$ cat src/rtl/gpmc_master.sv
// rtl/gpmc_master.sv - GPMC initiator for async multiplexed 16-bit single-word cycles
module gpmc_master #(
  parameter int ADDR_CYC   = 2,
  parameter int ACCESS_CYC = 4,
  parameter int TURN_CYC   = 2
) (
  input  logic        CLK_100M,
  input  logic        reset,
  input  logic        req_valid,
  output logic        req_ready,
  input  logic        req_we,
  input  logic [15:0] req_addr,
  input  logic [15:0] req_wdata,
  output logic        rsp_valid,
  output logic        rsp_we,
  output logic [15:0] rsp_rdata,
  output logic [15:0] gpmc_ad_out,
  output logic        gpmc_ad_oe,
  input  logic [15:0] gpmc_ad_in,
  output logic        gpmc_csn,
  output logic        gpmc_advn,
  output logic        gpmc_wen,
  output logic        gpmc_oen,
  output logic        gpmc_be0n,
  output logic        busy
);

  localparam bit CFG_OK = (ADDR_CYC >= 1) && (ADDR_CYC <= 15) &&
                          (ACCESS_CYC >= 1) && (ACCESS_CYC <= 15) &&
                          (TURN_CYC >= 1) && (TURN_CYC <= 15);

  // Counter load values: a state lasting N cycles runs the counter N-1 .. 0.
  localparam logic [3:0] ADDR_LD   = 4'(ADDR_CYC - 1);
  localparam logic [3:0] ACCESS_LD = 4'(ACCESS_CYC - 1);
  localparam logic [3:0] TURN_LD   = 4'(TURN_CYC - 1);

  typedef enum logic [2:0] {IDLE, ADDR, HOLD, ACCESS, TURN} state_t;

  state_t      state;
  logic [3:0]  cnt;
  logic        we_q;
  logic [15:0] wdata_q;

  always_ff @(posedge CLK_100M) begin
    if (reset) begin
      state       <= IDLE;
      cnt         <= 4'd0;
      we_q        <= 1'b0;
      wdata_q     <= 16'd0;
      req_ready   <= 1'b1;
      rsp_valid   <= 1'b0;
      rsp_we      <= 1'b0;
      rsp_rdata   <= 16'd0;
      gpmc_ad_out <= 16'd0;
      gpmc_ad_oe  <= 1'b0;
      gpmc_csn    <= 1'b1;
      gpmc_advn   <= 1'b1;
      gpmc_wen    <= 1'b1;
      gpmc_oen    <= 1'b1;
      gpmc_be0n   <= 1'b1;
      busy        <= 1'b0;
    end else begin
      rsp_valid <= 1'b0;
      case (state)
        IDLE: begin
          if (req_valid && req_ready) begin
            state       <= ADDR;
            cnt         <= ADDR_LD;
            we_q        <= req_we;
            wdata_q     <= req_wdata;
            req_ready   <= 1'b0;
            busy        <= 1'b1;
            gpmc_ad_out <= req_addr;
            gpmc_ad_oe  <= 1'b1;
            gpmc_csn    <= 1'b0;
            gpmc_advn   <= 1'b0;
            gpmc_be0n   <= 1'b0;
          end
        end
        ADDR: begin
          if (cnt == 4'd0) begin
            state     <= HOLD;
            gpmc_advn <= 1'b1;
          end else begin
            cnt <= cnt - 4'd1;
          end
        end
        HOLD: begin
          state <= ACCESS;
          cnt   <= ACCESS_LD;
          if (we_q) begin
            gpmc_ad_out <= wdata_q;
            gpmc_wen    <= 1'b0;
          end else begin
            gpmc_ad_oe <= 1'b0;
            gpmc_oen   <= 1'b0;
          end
        end
        ACCESS: begin
          if (cnt == 4'd0) begin
            state      <= TURN;
            cnt        <= TURN_LD;
            gpmc_csn   <= 1'b1;
            gpmc_wen   <= 1'b1;
            gpmc_oen   <= 1'b1;
            gpmc_be0n  <= 1'b1;
            gpmc_ad_oe <= 1'b0;
            rsp_valid  <= 1'b1;
            rsp_we     <= we_q;
            // Sampled on the edge that raises OEN, so the target is still driving.
            if (!we_q) rsp_rdata <= gpmc_ad_in;
          end else begin
            cnt <= cnt - 4'd1;
          end
        end
        TURN: begin
          if (cnt == 4'd0) begin
            state     <= IDLE;
            req_ready <= 1'b1;
            busy      <= 1'b0;
          end else begin
            cnt <= cnt - 4'd1;
          end
        end
        default: state <= IDLE;
      endcase
    end
  end

  cfg_range: assert property (@(posedge CLK_100M) CFG_OK)
    else $error("gpmc_master: timing parameter outside 1..15");
  no_wen_oen: assert property (@(posedge CLK_100M) disable iff (reset) gpmc_wen || gpmc_oen);
  no_strobe_in_adv: assert property (@(posedge CLK_100M) disable iff (reset)
    gpmc_advn || (gpmc_wen && gpmc_oen));
  no_drive_in_read: assert property (@(posedge CLK_100M) disable iff (reset)
    !(gpmc_ad_oe && !gpmc_oen));

endmodule

$ cat config.mk
export PLATFORM = sky130hd
export DESIGN_NAME = gpmc_master
export DESIGN_NICKNAME = d
export VERILOG_FILES = /design/src/rtl/gpmc_master.sv
export SDC_FILE = /design/constraint.sdc
export NUM_CORES = 1
export LEC_CHECK = 0
export ABC_AREA = 1
export CAP_MARGIN = 20
export CELL_PAD_IN_SITES_DETAIL_PLACEMENT = 1
export CELL_PAD_IN_SITES_GLOBAL_PLACEMENT = 2
export CORE_UTILIZATION = 22
export DETAILED_ROUTE_END_ITERATION = 8
export GPL_TIMING_DRIVEN = 0
export PLACE_DENSITY = 0.78
export SLEW_MARGIN = 20
export SYNTH_ARGS = -nofsm -noshare
export SYNTH_HDL_FRONTEND = slang
export SYNTH_SLANG_ARGS = --single-unit
$ cat constraint.sdc
create_clock -name CLK_100M -period 1.45 [get_ports CLK_100M]
set_input_delay 0.29 -clock CLK_100M [delete_from_list [all_inputs] [get_ports CLK_100M]]
set_output_delay 0.29 -clock CLK_100M [all_outputs]
set_load 0.03 [all_outputs]
==> impl_metrics.toml, run 1 <==
[outcome]
status = "finished clean"

[power]
p_int_mw = 4.322
power_frac_seq = 0.339
finalPower_mw = 6.461
clock_power_share = 0.365
p_switching_mw = 2.139
power_density_nw_per_um2 = 1474
leakagePower_nw = 1.911
ir_drop_mv = 0.3895
sw_frac_of_total = 0.3311
combPwrFrac = 0.296

[layout]
drive_above_1_share = 0.1792
final_core_util = 0.3634
antenna_cells = 0
final-instance-count-excl-fill = 648
nets = 529
syn2layout_area_growth_pct = 60.98
fillerInstances = 1442

[cts]
hold_buffers = 0
cts_inserted_buffers = 9
cts.clk_slew.worst_paths_ps = 60
clock-sinks = 65
clock_path_buffers = 2
clockRootBuffer = "clkbuf_16"
h-tree-depth = 3
insertion_delay_ps = 340
cts_tree = "built"

[logic_synthesis]
synth_edf_count = 0
synth-compound-area-share = 0.1838
ys_types = 26
yosysWarnings = 0
synth_flop_cell = "dfxtp_1"
yosys.area.top_type = "dfxtp_1"
syn_avg_cell_area_um2 = 7.626
synthSimpleGateAreaFrac = 0.2270
yosys.area_share.adder = 0.009191
synth_area_um2 = 2723
synthXorXnorAreaFrac = 0.003217
syn_inst = 357
synth_mux_area_frac = 0
yosysSeqAreaShare = 0.4779
synth_area_leaders = "dfxtp_1, nor2_1, nand2_1"
async_flop_share = 0
synth_top_family_by_area = "simple AND/OR/NAND/NOR gates"
postSynthNetCount = 411
ys_ff_latch = 65
netlist.area_leader.share = 0.4779

[sta]
relSlewSlack = 0.6276
min_period_ps = 1431
fmax_ghz = 0.6987
fin_crit_sh = 0.9870
clock_skew_ps = 8.431
setup_violations = 0
finalSetupTns_ps = 0
worst_pin_slew_ps = 558.6
slew_violations = 0
hold_viol = 0
rsz0062_at_grt = "true"

[route]
drtPass1Iterations = 4
drc = 0
detail-route-antenna-nets = 0
via_count = 2804
drtIter0Drc = 131
wl_per_cell_um = 14.11
routed_wl_um = 9141
viasPerCell = 4.327

[floorplanning]
dieHeight_um = 113.2
start_util = 0.2257
die_w_um = 113.2
die-area_um2 = 12820
rows = 40
coreArea_um2 = 12060
io_pins = 94

[global_route]
grt_max_degree = 13
grt_pass1_wl_um = 14220
grt_pass1_vias = 2830
grt_usage = 0.1447
overflow = 0
antenna_found_initial = 0

[placement]
routabilityCongestion = 0.7631
io_buffers = 92
dpl.hpwl_um = 6420
dpl.cell_count = 617

[critical_path]
critPathSlowestCell = "dfxtp_2"
crit_start = "cnt[0]"
crit_buf_inv = 2
cp_cell_sequence = "inv_4 -> ha_4 -> nand3_4 -> nor2_8 -> nand2_8 -> clkbuf_16 -> o21ai_1 -> nor2_1"
slowest_delay_ps = 330
crit_fanout = 8
start_kind = "register"
arrival_ps = 1660
critPathRequiredTime_ps = 1680
worstSetupPathType = "register to register"
r2r_start = "cnt[0]"
path_delay_family = "simple AND/OR/NAND/NOR gates"
cp-end-kind = "register"

[worst_hold_path]
hp-class = "input pin to register"
min-delay-start = "reset"

[run]
drv_cap = 0
[what timing repair did]
action | CTS | global route
cloned | 0 | 1
resized for setup | 52 | 37
setup endpoints to repair | 67 | 48
setup buffers | 3 | 12
pin swaps | 2 | 4
hold endpoints to repair | 0 | 0
[state kept, by name (all words and copies together) (netlist names)]
name and flops:
wdata_q 16, gpmc_oen 1, rsp_rdata 16, gpmc_be0n 1, gpmc_ad_oe 1, state 3
we_q 1, busy 1, rsp_valid 1, gpmc_ad_out 16, gpmc_advn 1, gpmc_wen 1
cnt 4, req_ready 1, rsp_we 1
[synth_stat cells, types with 2 or more instances]
| library cell | number |
|---|---|
| dfxtp_1 | 65 |
| buf_6 | 3 |
| buf_4 | 6 |
| nand2_2 | 3 |
| o21ai_1 | 18 |
| clkbuf_1 | 8 |
| inv_2 | 5 |
| buf_2 | 4 |
| nand3_1 | 24 |
| ha_1 | 2 |
| a21oi_1 | 23 |
| inv_1 | 26 |
| nand3_2 | 3 |
| nor2_1 | 56 |
| a31oi_1 | 17 |
| nand2_1 | 49 |
| o21ai_0 | 36 |
[worst reg2reg max path, stage by stage (launching register included)]
cell and delay [ps]:
dfxtp_2 330, inv_4 80, ha_4 140, nand3_4 120
nor2_8 190, nand2_8 110, clkbuf_16 180, o21ai_1 120
nor2_1 50
[per-layer routing]
layer / GRT usage / wire length [um] / vias to the layer above
li1: - / - / 1420
met1: 0.1766 / 4094 / 1305
met2: 0.2368 / 4392 / 72
met3: 0.04660 / 550 / 7
met4: 0.05526 / 104 / 0
met5: 0 / 0 / -
[path summary, 6_finish.rpt]
| check | cells past startpoint | slack, ps | to |
|---|---|---|---|
| hold reg to reg | 2 | 450 | wdata_q[5] |
| setup / recovery | 8 | 20 | rsp_rdata[5] |
| hold / removal | 2 | 380 | state[2] |
| setup reg to reg | 8 | 20 | rsp_rdata[5] |
[power by group through the flow]
stage / sequential [mW] / combinational [mW] / clock [mW]
after global routing: 2.23 / 2.10 / 2.49
after global placement: 2.21 / 1.70 / 0
after floorplan: 2.43 / 0.837 / 0
after CTS: 2.18 / 1.72 / 2.40
final: 2.19 / 1.91 / 2.36
after detailed placement: 2.22 / 1.73 / 0
[layout make-up]
class | count | area (um^2) | share of cell area
timing repair buffer | 108 | 1005 | 0.2292
buffer | 21 | 155.1 | 0.03540
clock inverter | 7 | 93.84 | 0.02141
inverter | 32 | 137.6 | 0.03140
clock buffer | 9 | 225.2 | 0.05138
sequential | 65 | 1310 | 0.2989
multi-input combinational | 238 | 1246 | 0.2843
tap | 168 | 210.2 | 0.04796
[layout by cell type (no fill, tap or decap), types with 8 or more instances in the layout]
| cell type | n |
|---|---|
| a31oi_1 | 17 |
| o21ai_2 | 8 |
| dlygate4sd2_1 | 41 |
| buf_4 | 18 |
| inv_1 | 24 |
| nor2_1 | 52 |
| o21ai_1 | 12 |
| o21ai_0 | 34 |
| nand2_1 | 46 |
| clkbuf_16 | 10 |
| dfxtp_1 | 60 |
| clkdlybuf4s50_1 | 50 |
| a21oi_1 | 23 |
| nand3_1 | 23 |
[cell families (layout without fill, tap and decap cells)]
family,after synthesis,count (layout)
compound gates,95,95
xor+xnor,1,1
fa+ha+maj,2,2
buf+inv,54,177
flops,65,65
simple gates,140,140
[metrics by stage]
step	worst slack [ps]	hold WS, ps	area [um^2]
after floorplan	39.83	424.2	2723
after global placement	-293.7	433.4	3854
after detailed placement	-304.4	440.1	3854
after CTS	2.784	380.7	4164
after global routing	-40.89	398.6	4383
final	18.78	382.6	4383
Note: power is estimated with default switching activity, not from simulation.
==> run 2: changes to the inputs <==
--- a/config.mk
+++ b/config.mk
@@ -9,10 +9,10 @@
 export CAP_MARGIN = 20
 export CELL_PAD_IN_SITES_DETAIL_PLACEMENT = 1
 export CELL_PAD_IN_SITES_GLOBAL_PLACEMENT = 2
-export CORE_UTILIZATION = 22
+export CORE_UTILIZATION = 26
 export DETAILED_ROUTE_END_ITERATION = 8
 export GPL_TIMING_DRIVEN = 0
-export PLACE_DENSITY = 0.78
+export PLACE_DENSITY_LB_ADDON = 0.1
 export SLEW_MARGIN = 20
 export SYNTH_ARGS = -nofsm -noshare
 export SYNTH_HDL_FRONTEND = slang
==> constraint.sdc (replaced) <==
create_clock -name CLK_100M -period 1.75 [get_ports CLK_100M]
set_input_delay 0.35 -clock CLK_100M [delete_from_list [all_inputs] [get_ports CLK_100M]]
set_output_delay 0.35 -clock CLK_100M [all_outputs]
set_load 0.03 [all_outputs]
==> impl_metrics.toml, run 2 (synthesis gave the netlist of run 1 again) <==
[route]
viasPerCell = 4.440
via_count = 2655
drc = 0
detail-route-antenna-nets = 0
routed_wl_um = 8102
drtIter0Drc = 57
drtPass1Iterations = 4
wl_per_cell_um = 13.55

[run]
drv_cap = 0

[sta]
worst_pin_slew_ps = 555.4
fin_crit_sh = 0.9727
clock_skew_ps = 9.536
setup_violations = 0
fin_ws_ps = 47.78
fmax_ghz = 0.5875
min_period_ps = 1702
rsz0062_at_grt = "false"
hold_viol = 0
relSlewSlack = 0.6297
slew_violations = 0

[power]
p_switching_mw = 1.546
p_int_mw = 2.946
sw_frac_of_total = 0.3442
power_density_nw_per_um2 = 1111
ir_drop_mv = 0.4825
combPwrFrac = 0.315
power_frac_seq = 0.399
leakagePower_nw = 1.755
clock_power_share = 0.286
finalPower_mw = 4.493

[cts]
insertion_delay_ps = 330
cts_inserted_buffers = 9
clock_path_buffers = 2
clock-sinks = 65
clockRootBuffer = "clkbuf_8"
h-tree-depth = 3
hold_buffers = 0
cts_tree = "built"
cts.clk_slew.worst_paths_ps = 80

[critical_path]
slowest_delay_ps = 690
critPathSlowestCell = "clkdlybuf4s50_1"
crit_buf_inv = 1
start_kind = "register"
crit_fanout = 2
critPathRequiredTime_ps = 1400
worstSetupPathType = "register to output port"
arrival_ps = 1350
cp-end-kind = "output port"
path_delay_family = "buffers and inverters"
cp_cell_sequence = "clkdlybuf4s50_1"

[placement]
dpl.hpwl_um = 6060
pre_cts_slack_ps = -57.81
placed_area_um2 = 3810
io_buffers = 92
routabilityCongestion = 0.7301

[layout]
reg_top3 = "gpmc_ad_out x16, rsp_rdata x16, wdata_q x16"
antenna_cells = 0
fillerInstances = 1211
syn2layout_area_growth_pct = 48.53
mostFrequentLayoutCells = "clkdlybuf4s50_1, dfxtp_1, nor2_1"
design_area_um2 = 4044
final_common_cell = "clkdlybuf4s50_1"
nets = 514
drive_above_1_share = 0.09677

[floorplanning]
dieHeight_um = 104.3
rows = 36
io_pins = 94
start_util = 0.2735
die_w_um = 104.3
coreArea_um2 = 9955
die-area_um2 = 10880

[global_route]
grt_pass1_wl_um = 13680
grt_pass1_vias = 2739
grt_usage = 0.1578
overflow = 0
antenna_found_initial = 0
grt_max_degree = 12

[outcome]
status = "finished clean"

[worst_hold_path]
hp-class = "register to register"
[run 2: final timing paths]
check           startpoint       endpoint  slack (ps)  cells past startpoint
max          rsp_rdata[15]  rsp_rdata[15]          50                      1
min             wdata_q[6]     wdata_q[6]         450                      2
min reg2reg     wdata_q[6]     wdata_q[6]         450                      2
max reg2reg         cnt[0]  rsp_rdata[10]         160                      8
[run 2: layer usage]
| metal | vias up | global-route usage | part of all wire | wire, um |
|---|---|---|---|---|
| met1 | 1196 | 0.1935 | 0.46 | 3767 |
| met4 | 0 | 0.06122 | 0.012 | 96 |
| met3 | 8 | 0.03697 | 0.047 | 380 |
| met2 | 63 | 0.2654 | 0.48 | 3858 |
| li1 | 1388 | - | - | - |
| met5 | - | 0 | 0 | 0 |
[run 2: metrics by stage]
stage | setup TNS (ps) | util | instances | hold WS (ps)
detailed placement | -126.8 | 0.3827 | 582 | 440.7
finish | 0 | 0.4062 | 598 | 450.1
CTS | 0 | 0.4022 | 598 | 452.1
floorplan | 0 | - | 357 | 424.2
global route | 0 | 0.4062 | 598 | 462.0
global placement | -70.60 | 0.3827 | 582 | 436.0
[run 2: area by class of cell]
type                            instances  area [um^2]  area share
Sequential cell                        65         1301      0.3218
Buffer                                 22        143.9     0.03558
Multi-Input combinational cell        238         1162      0.2874
Clock buffer                           11        141.4     0.03496
Inverter                               32        125.1     0.03094
Tap cell                              133        166.4     0.04115
Clock inverter                          5        55.05     0.01361
Timing Repair Buffer                   92        948.4      0.2345
[run 2: power groups by stage]
stage	registers [mW]	clock network [mW]	logic, mW
after detailed placement	1.83	0	1.43
final	1.79	1.28	1.42
after global routing	1.82	1.40	1.59
after global placement	1.82	0	1.41
after floorplan	2.02	0	0.693
after CTS	1.80	1.34	1.43
[run 2: timing repair]
action | in CTS | in global routing
hold endpoints to repair | 0 | 0
setup buffers | 0 | 0
endpoints found under the setup margin | 2 | 25
pin swaps | 0 | 0
gates resized for setup | 2 | 14
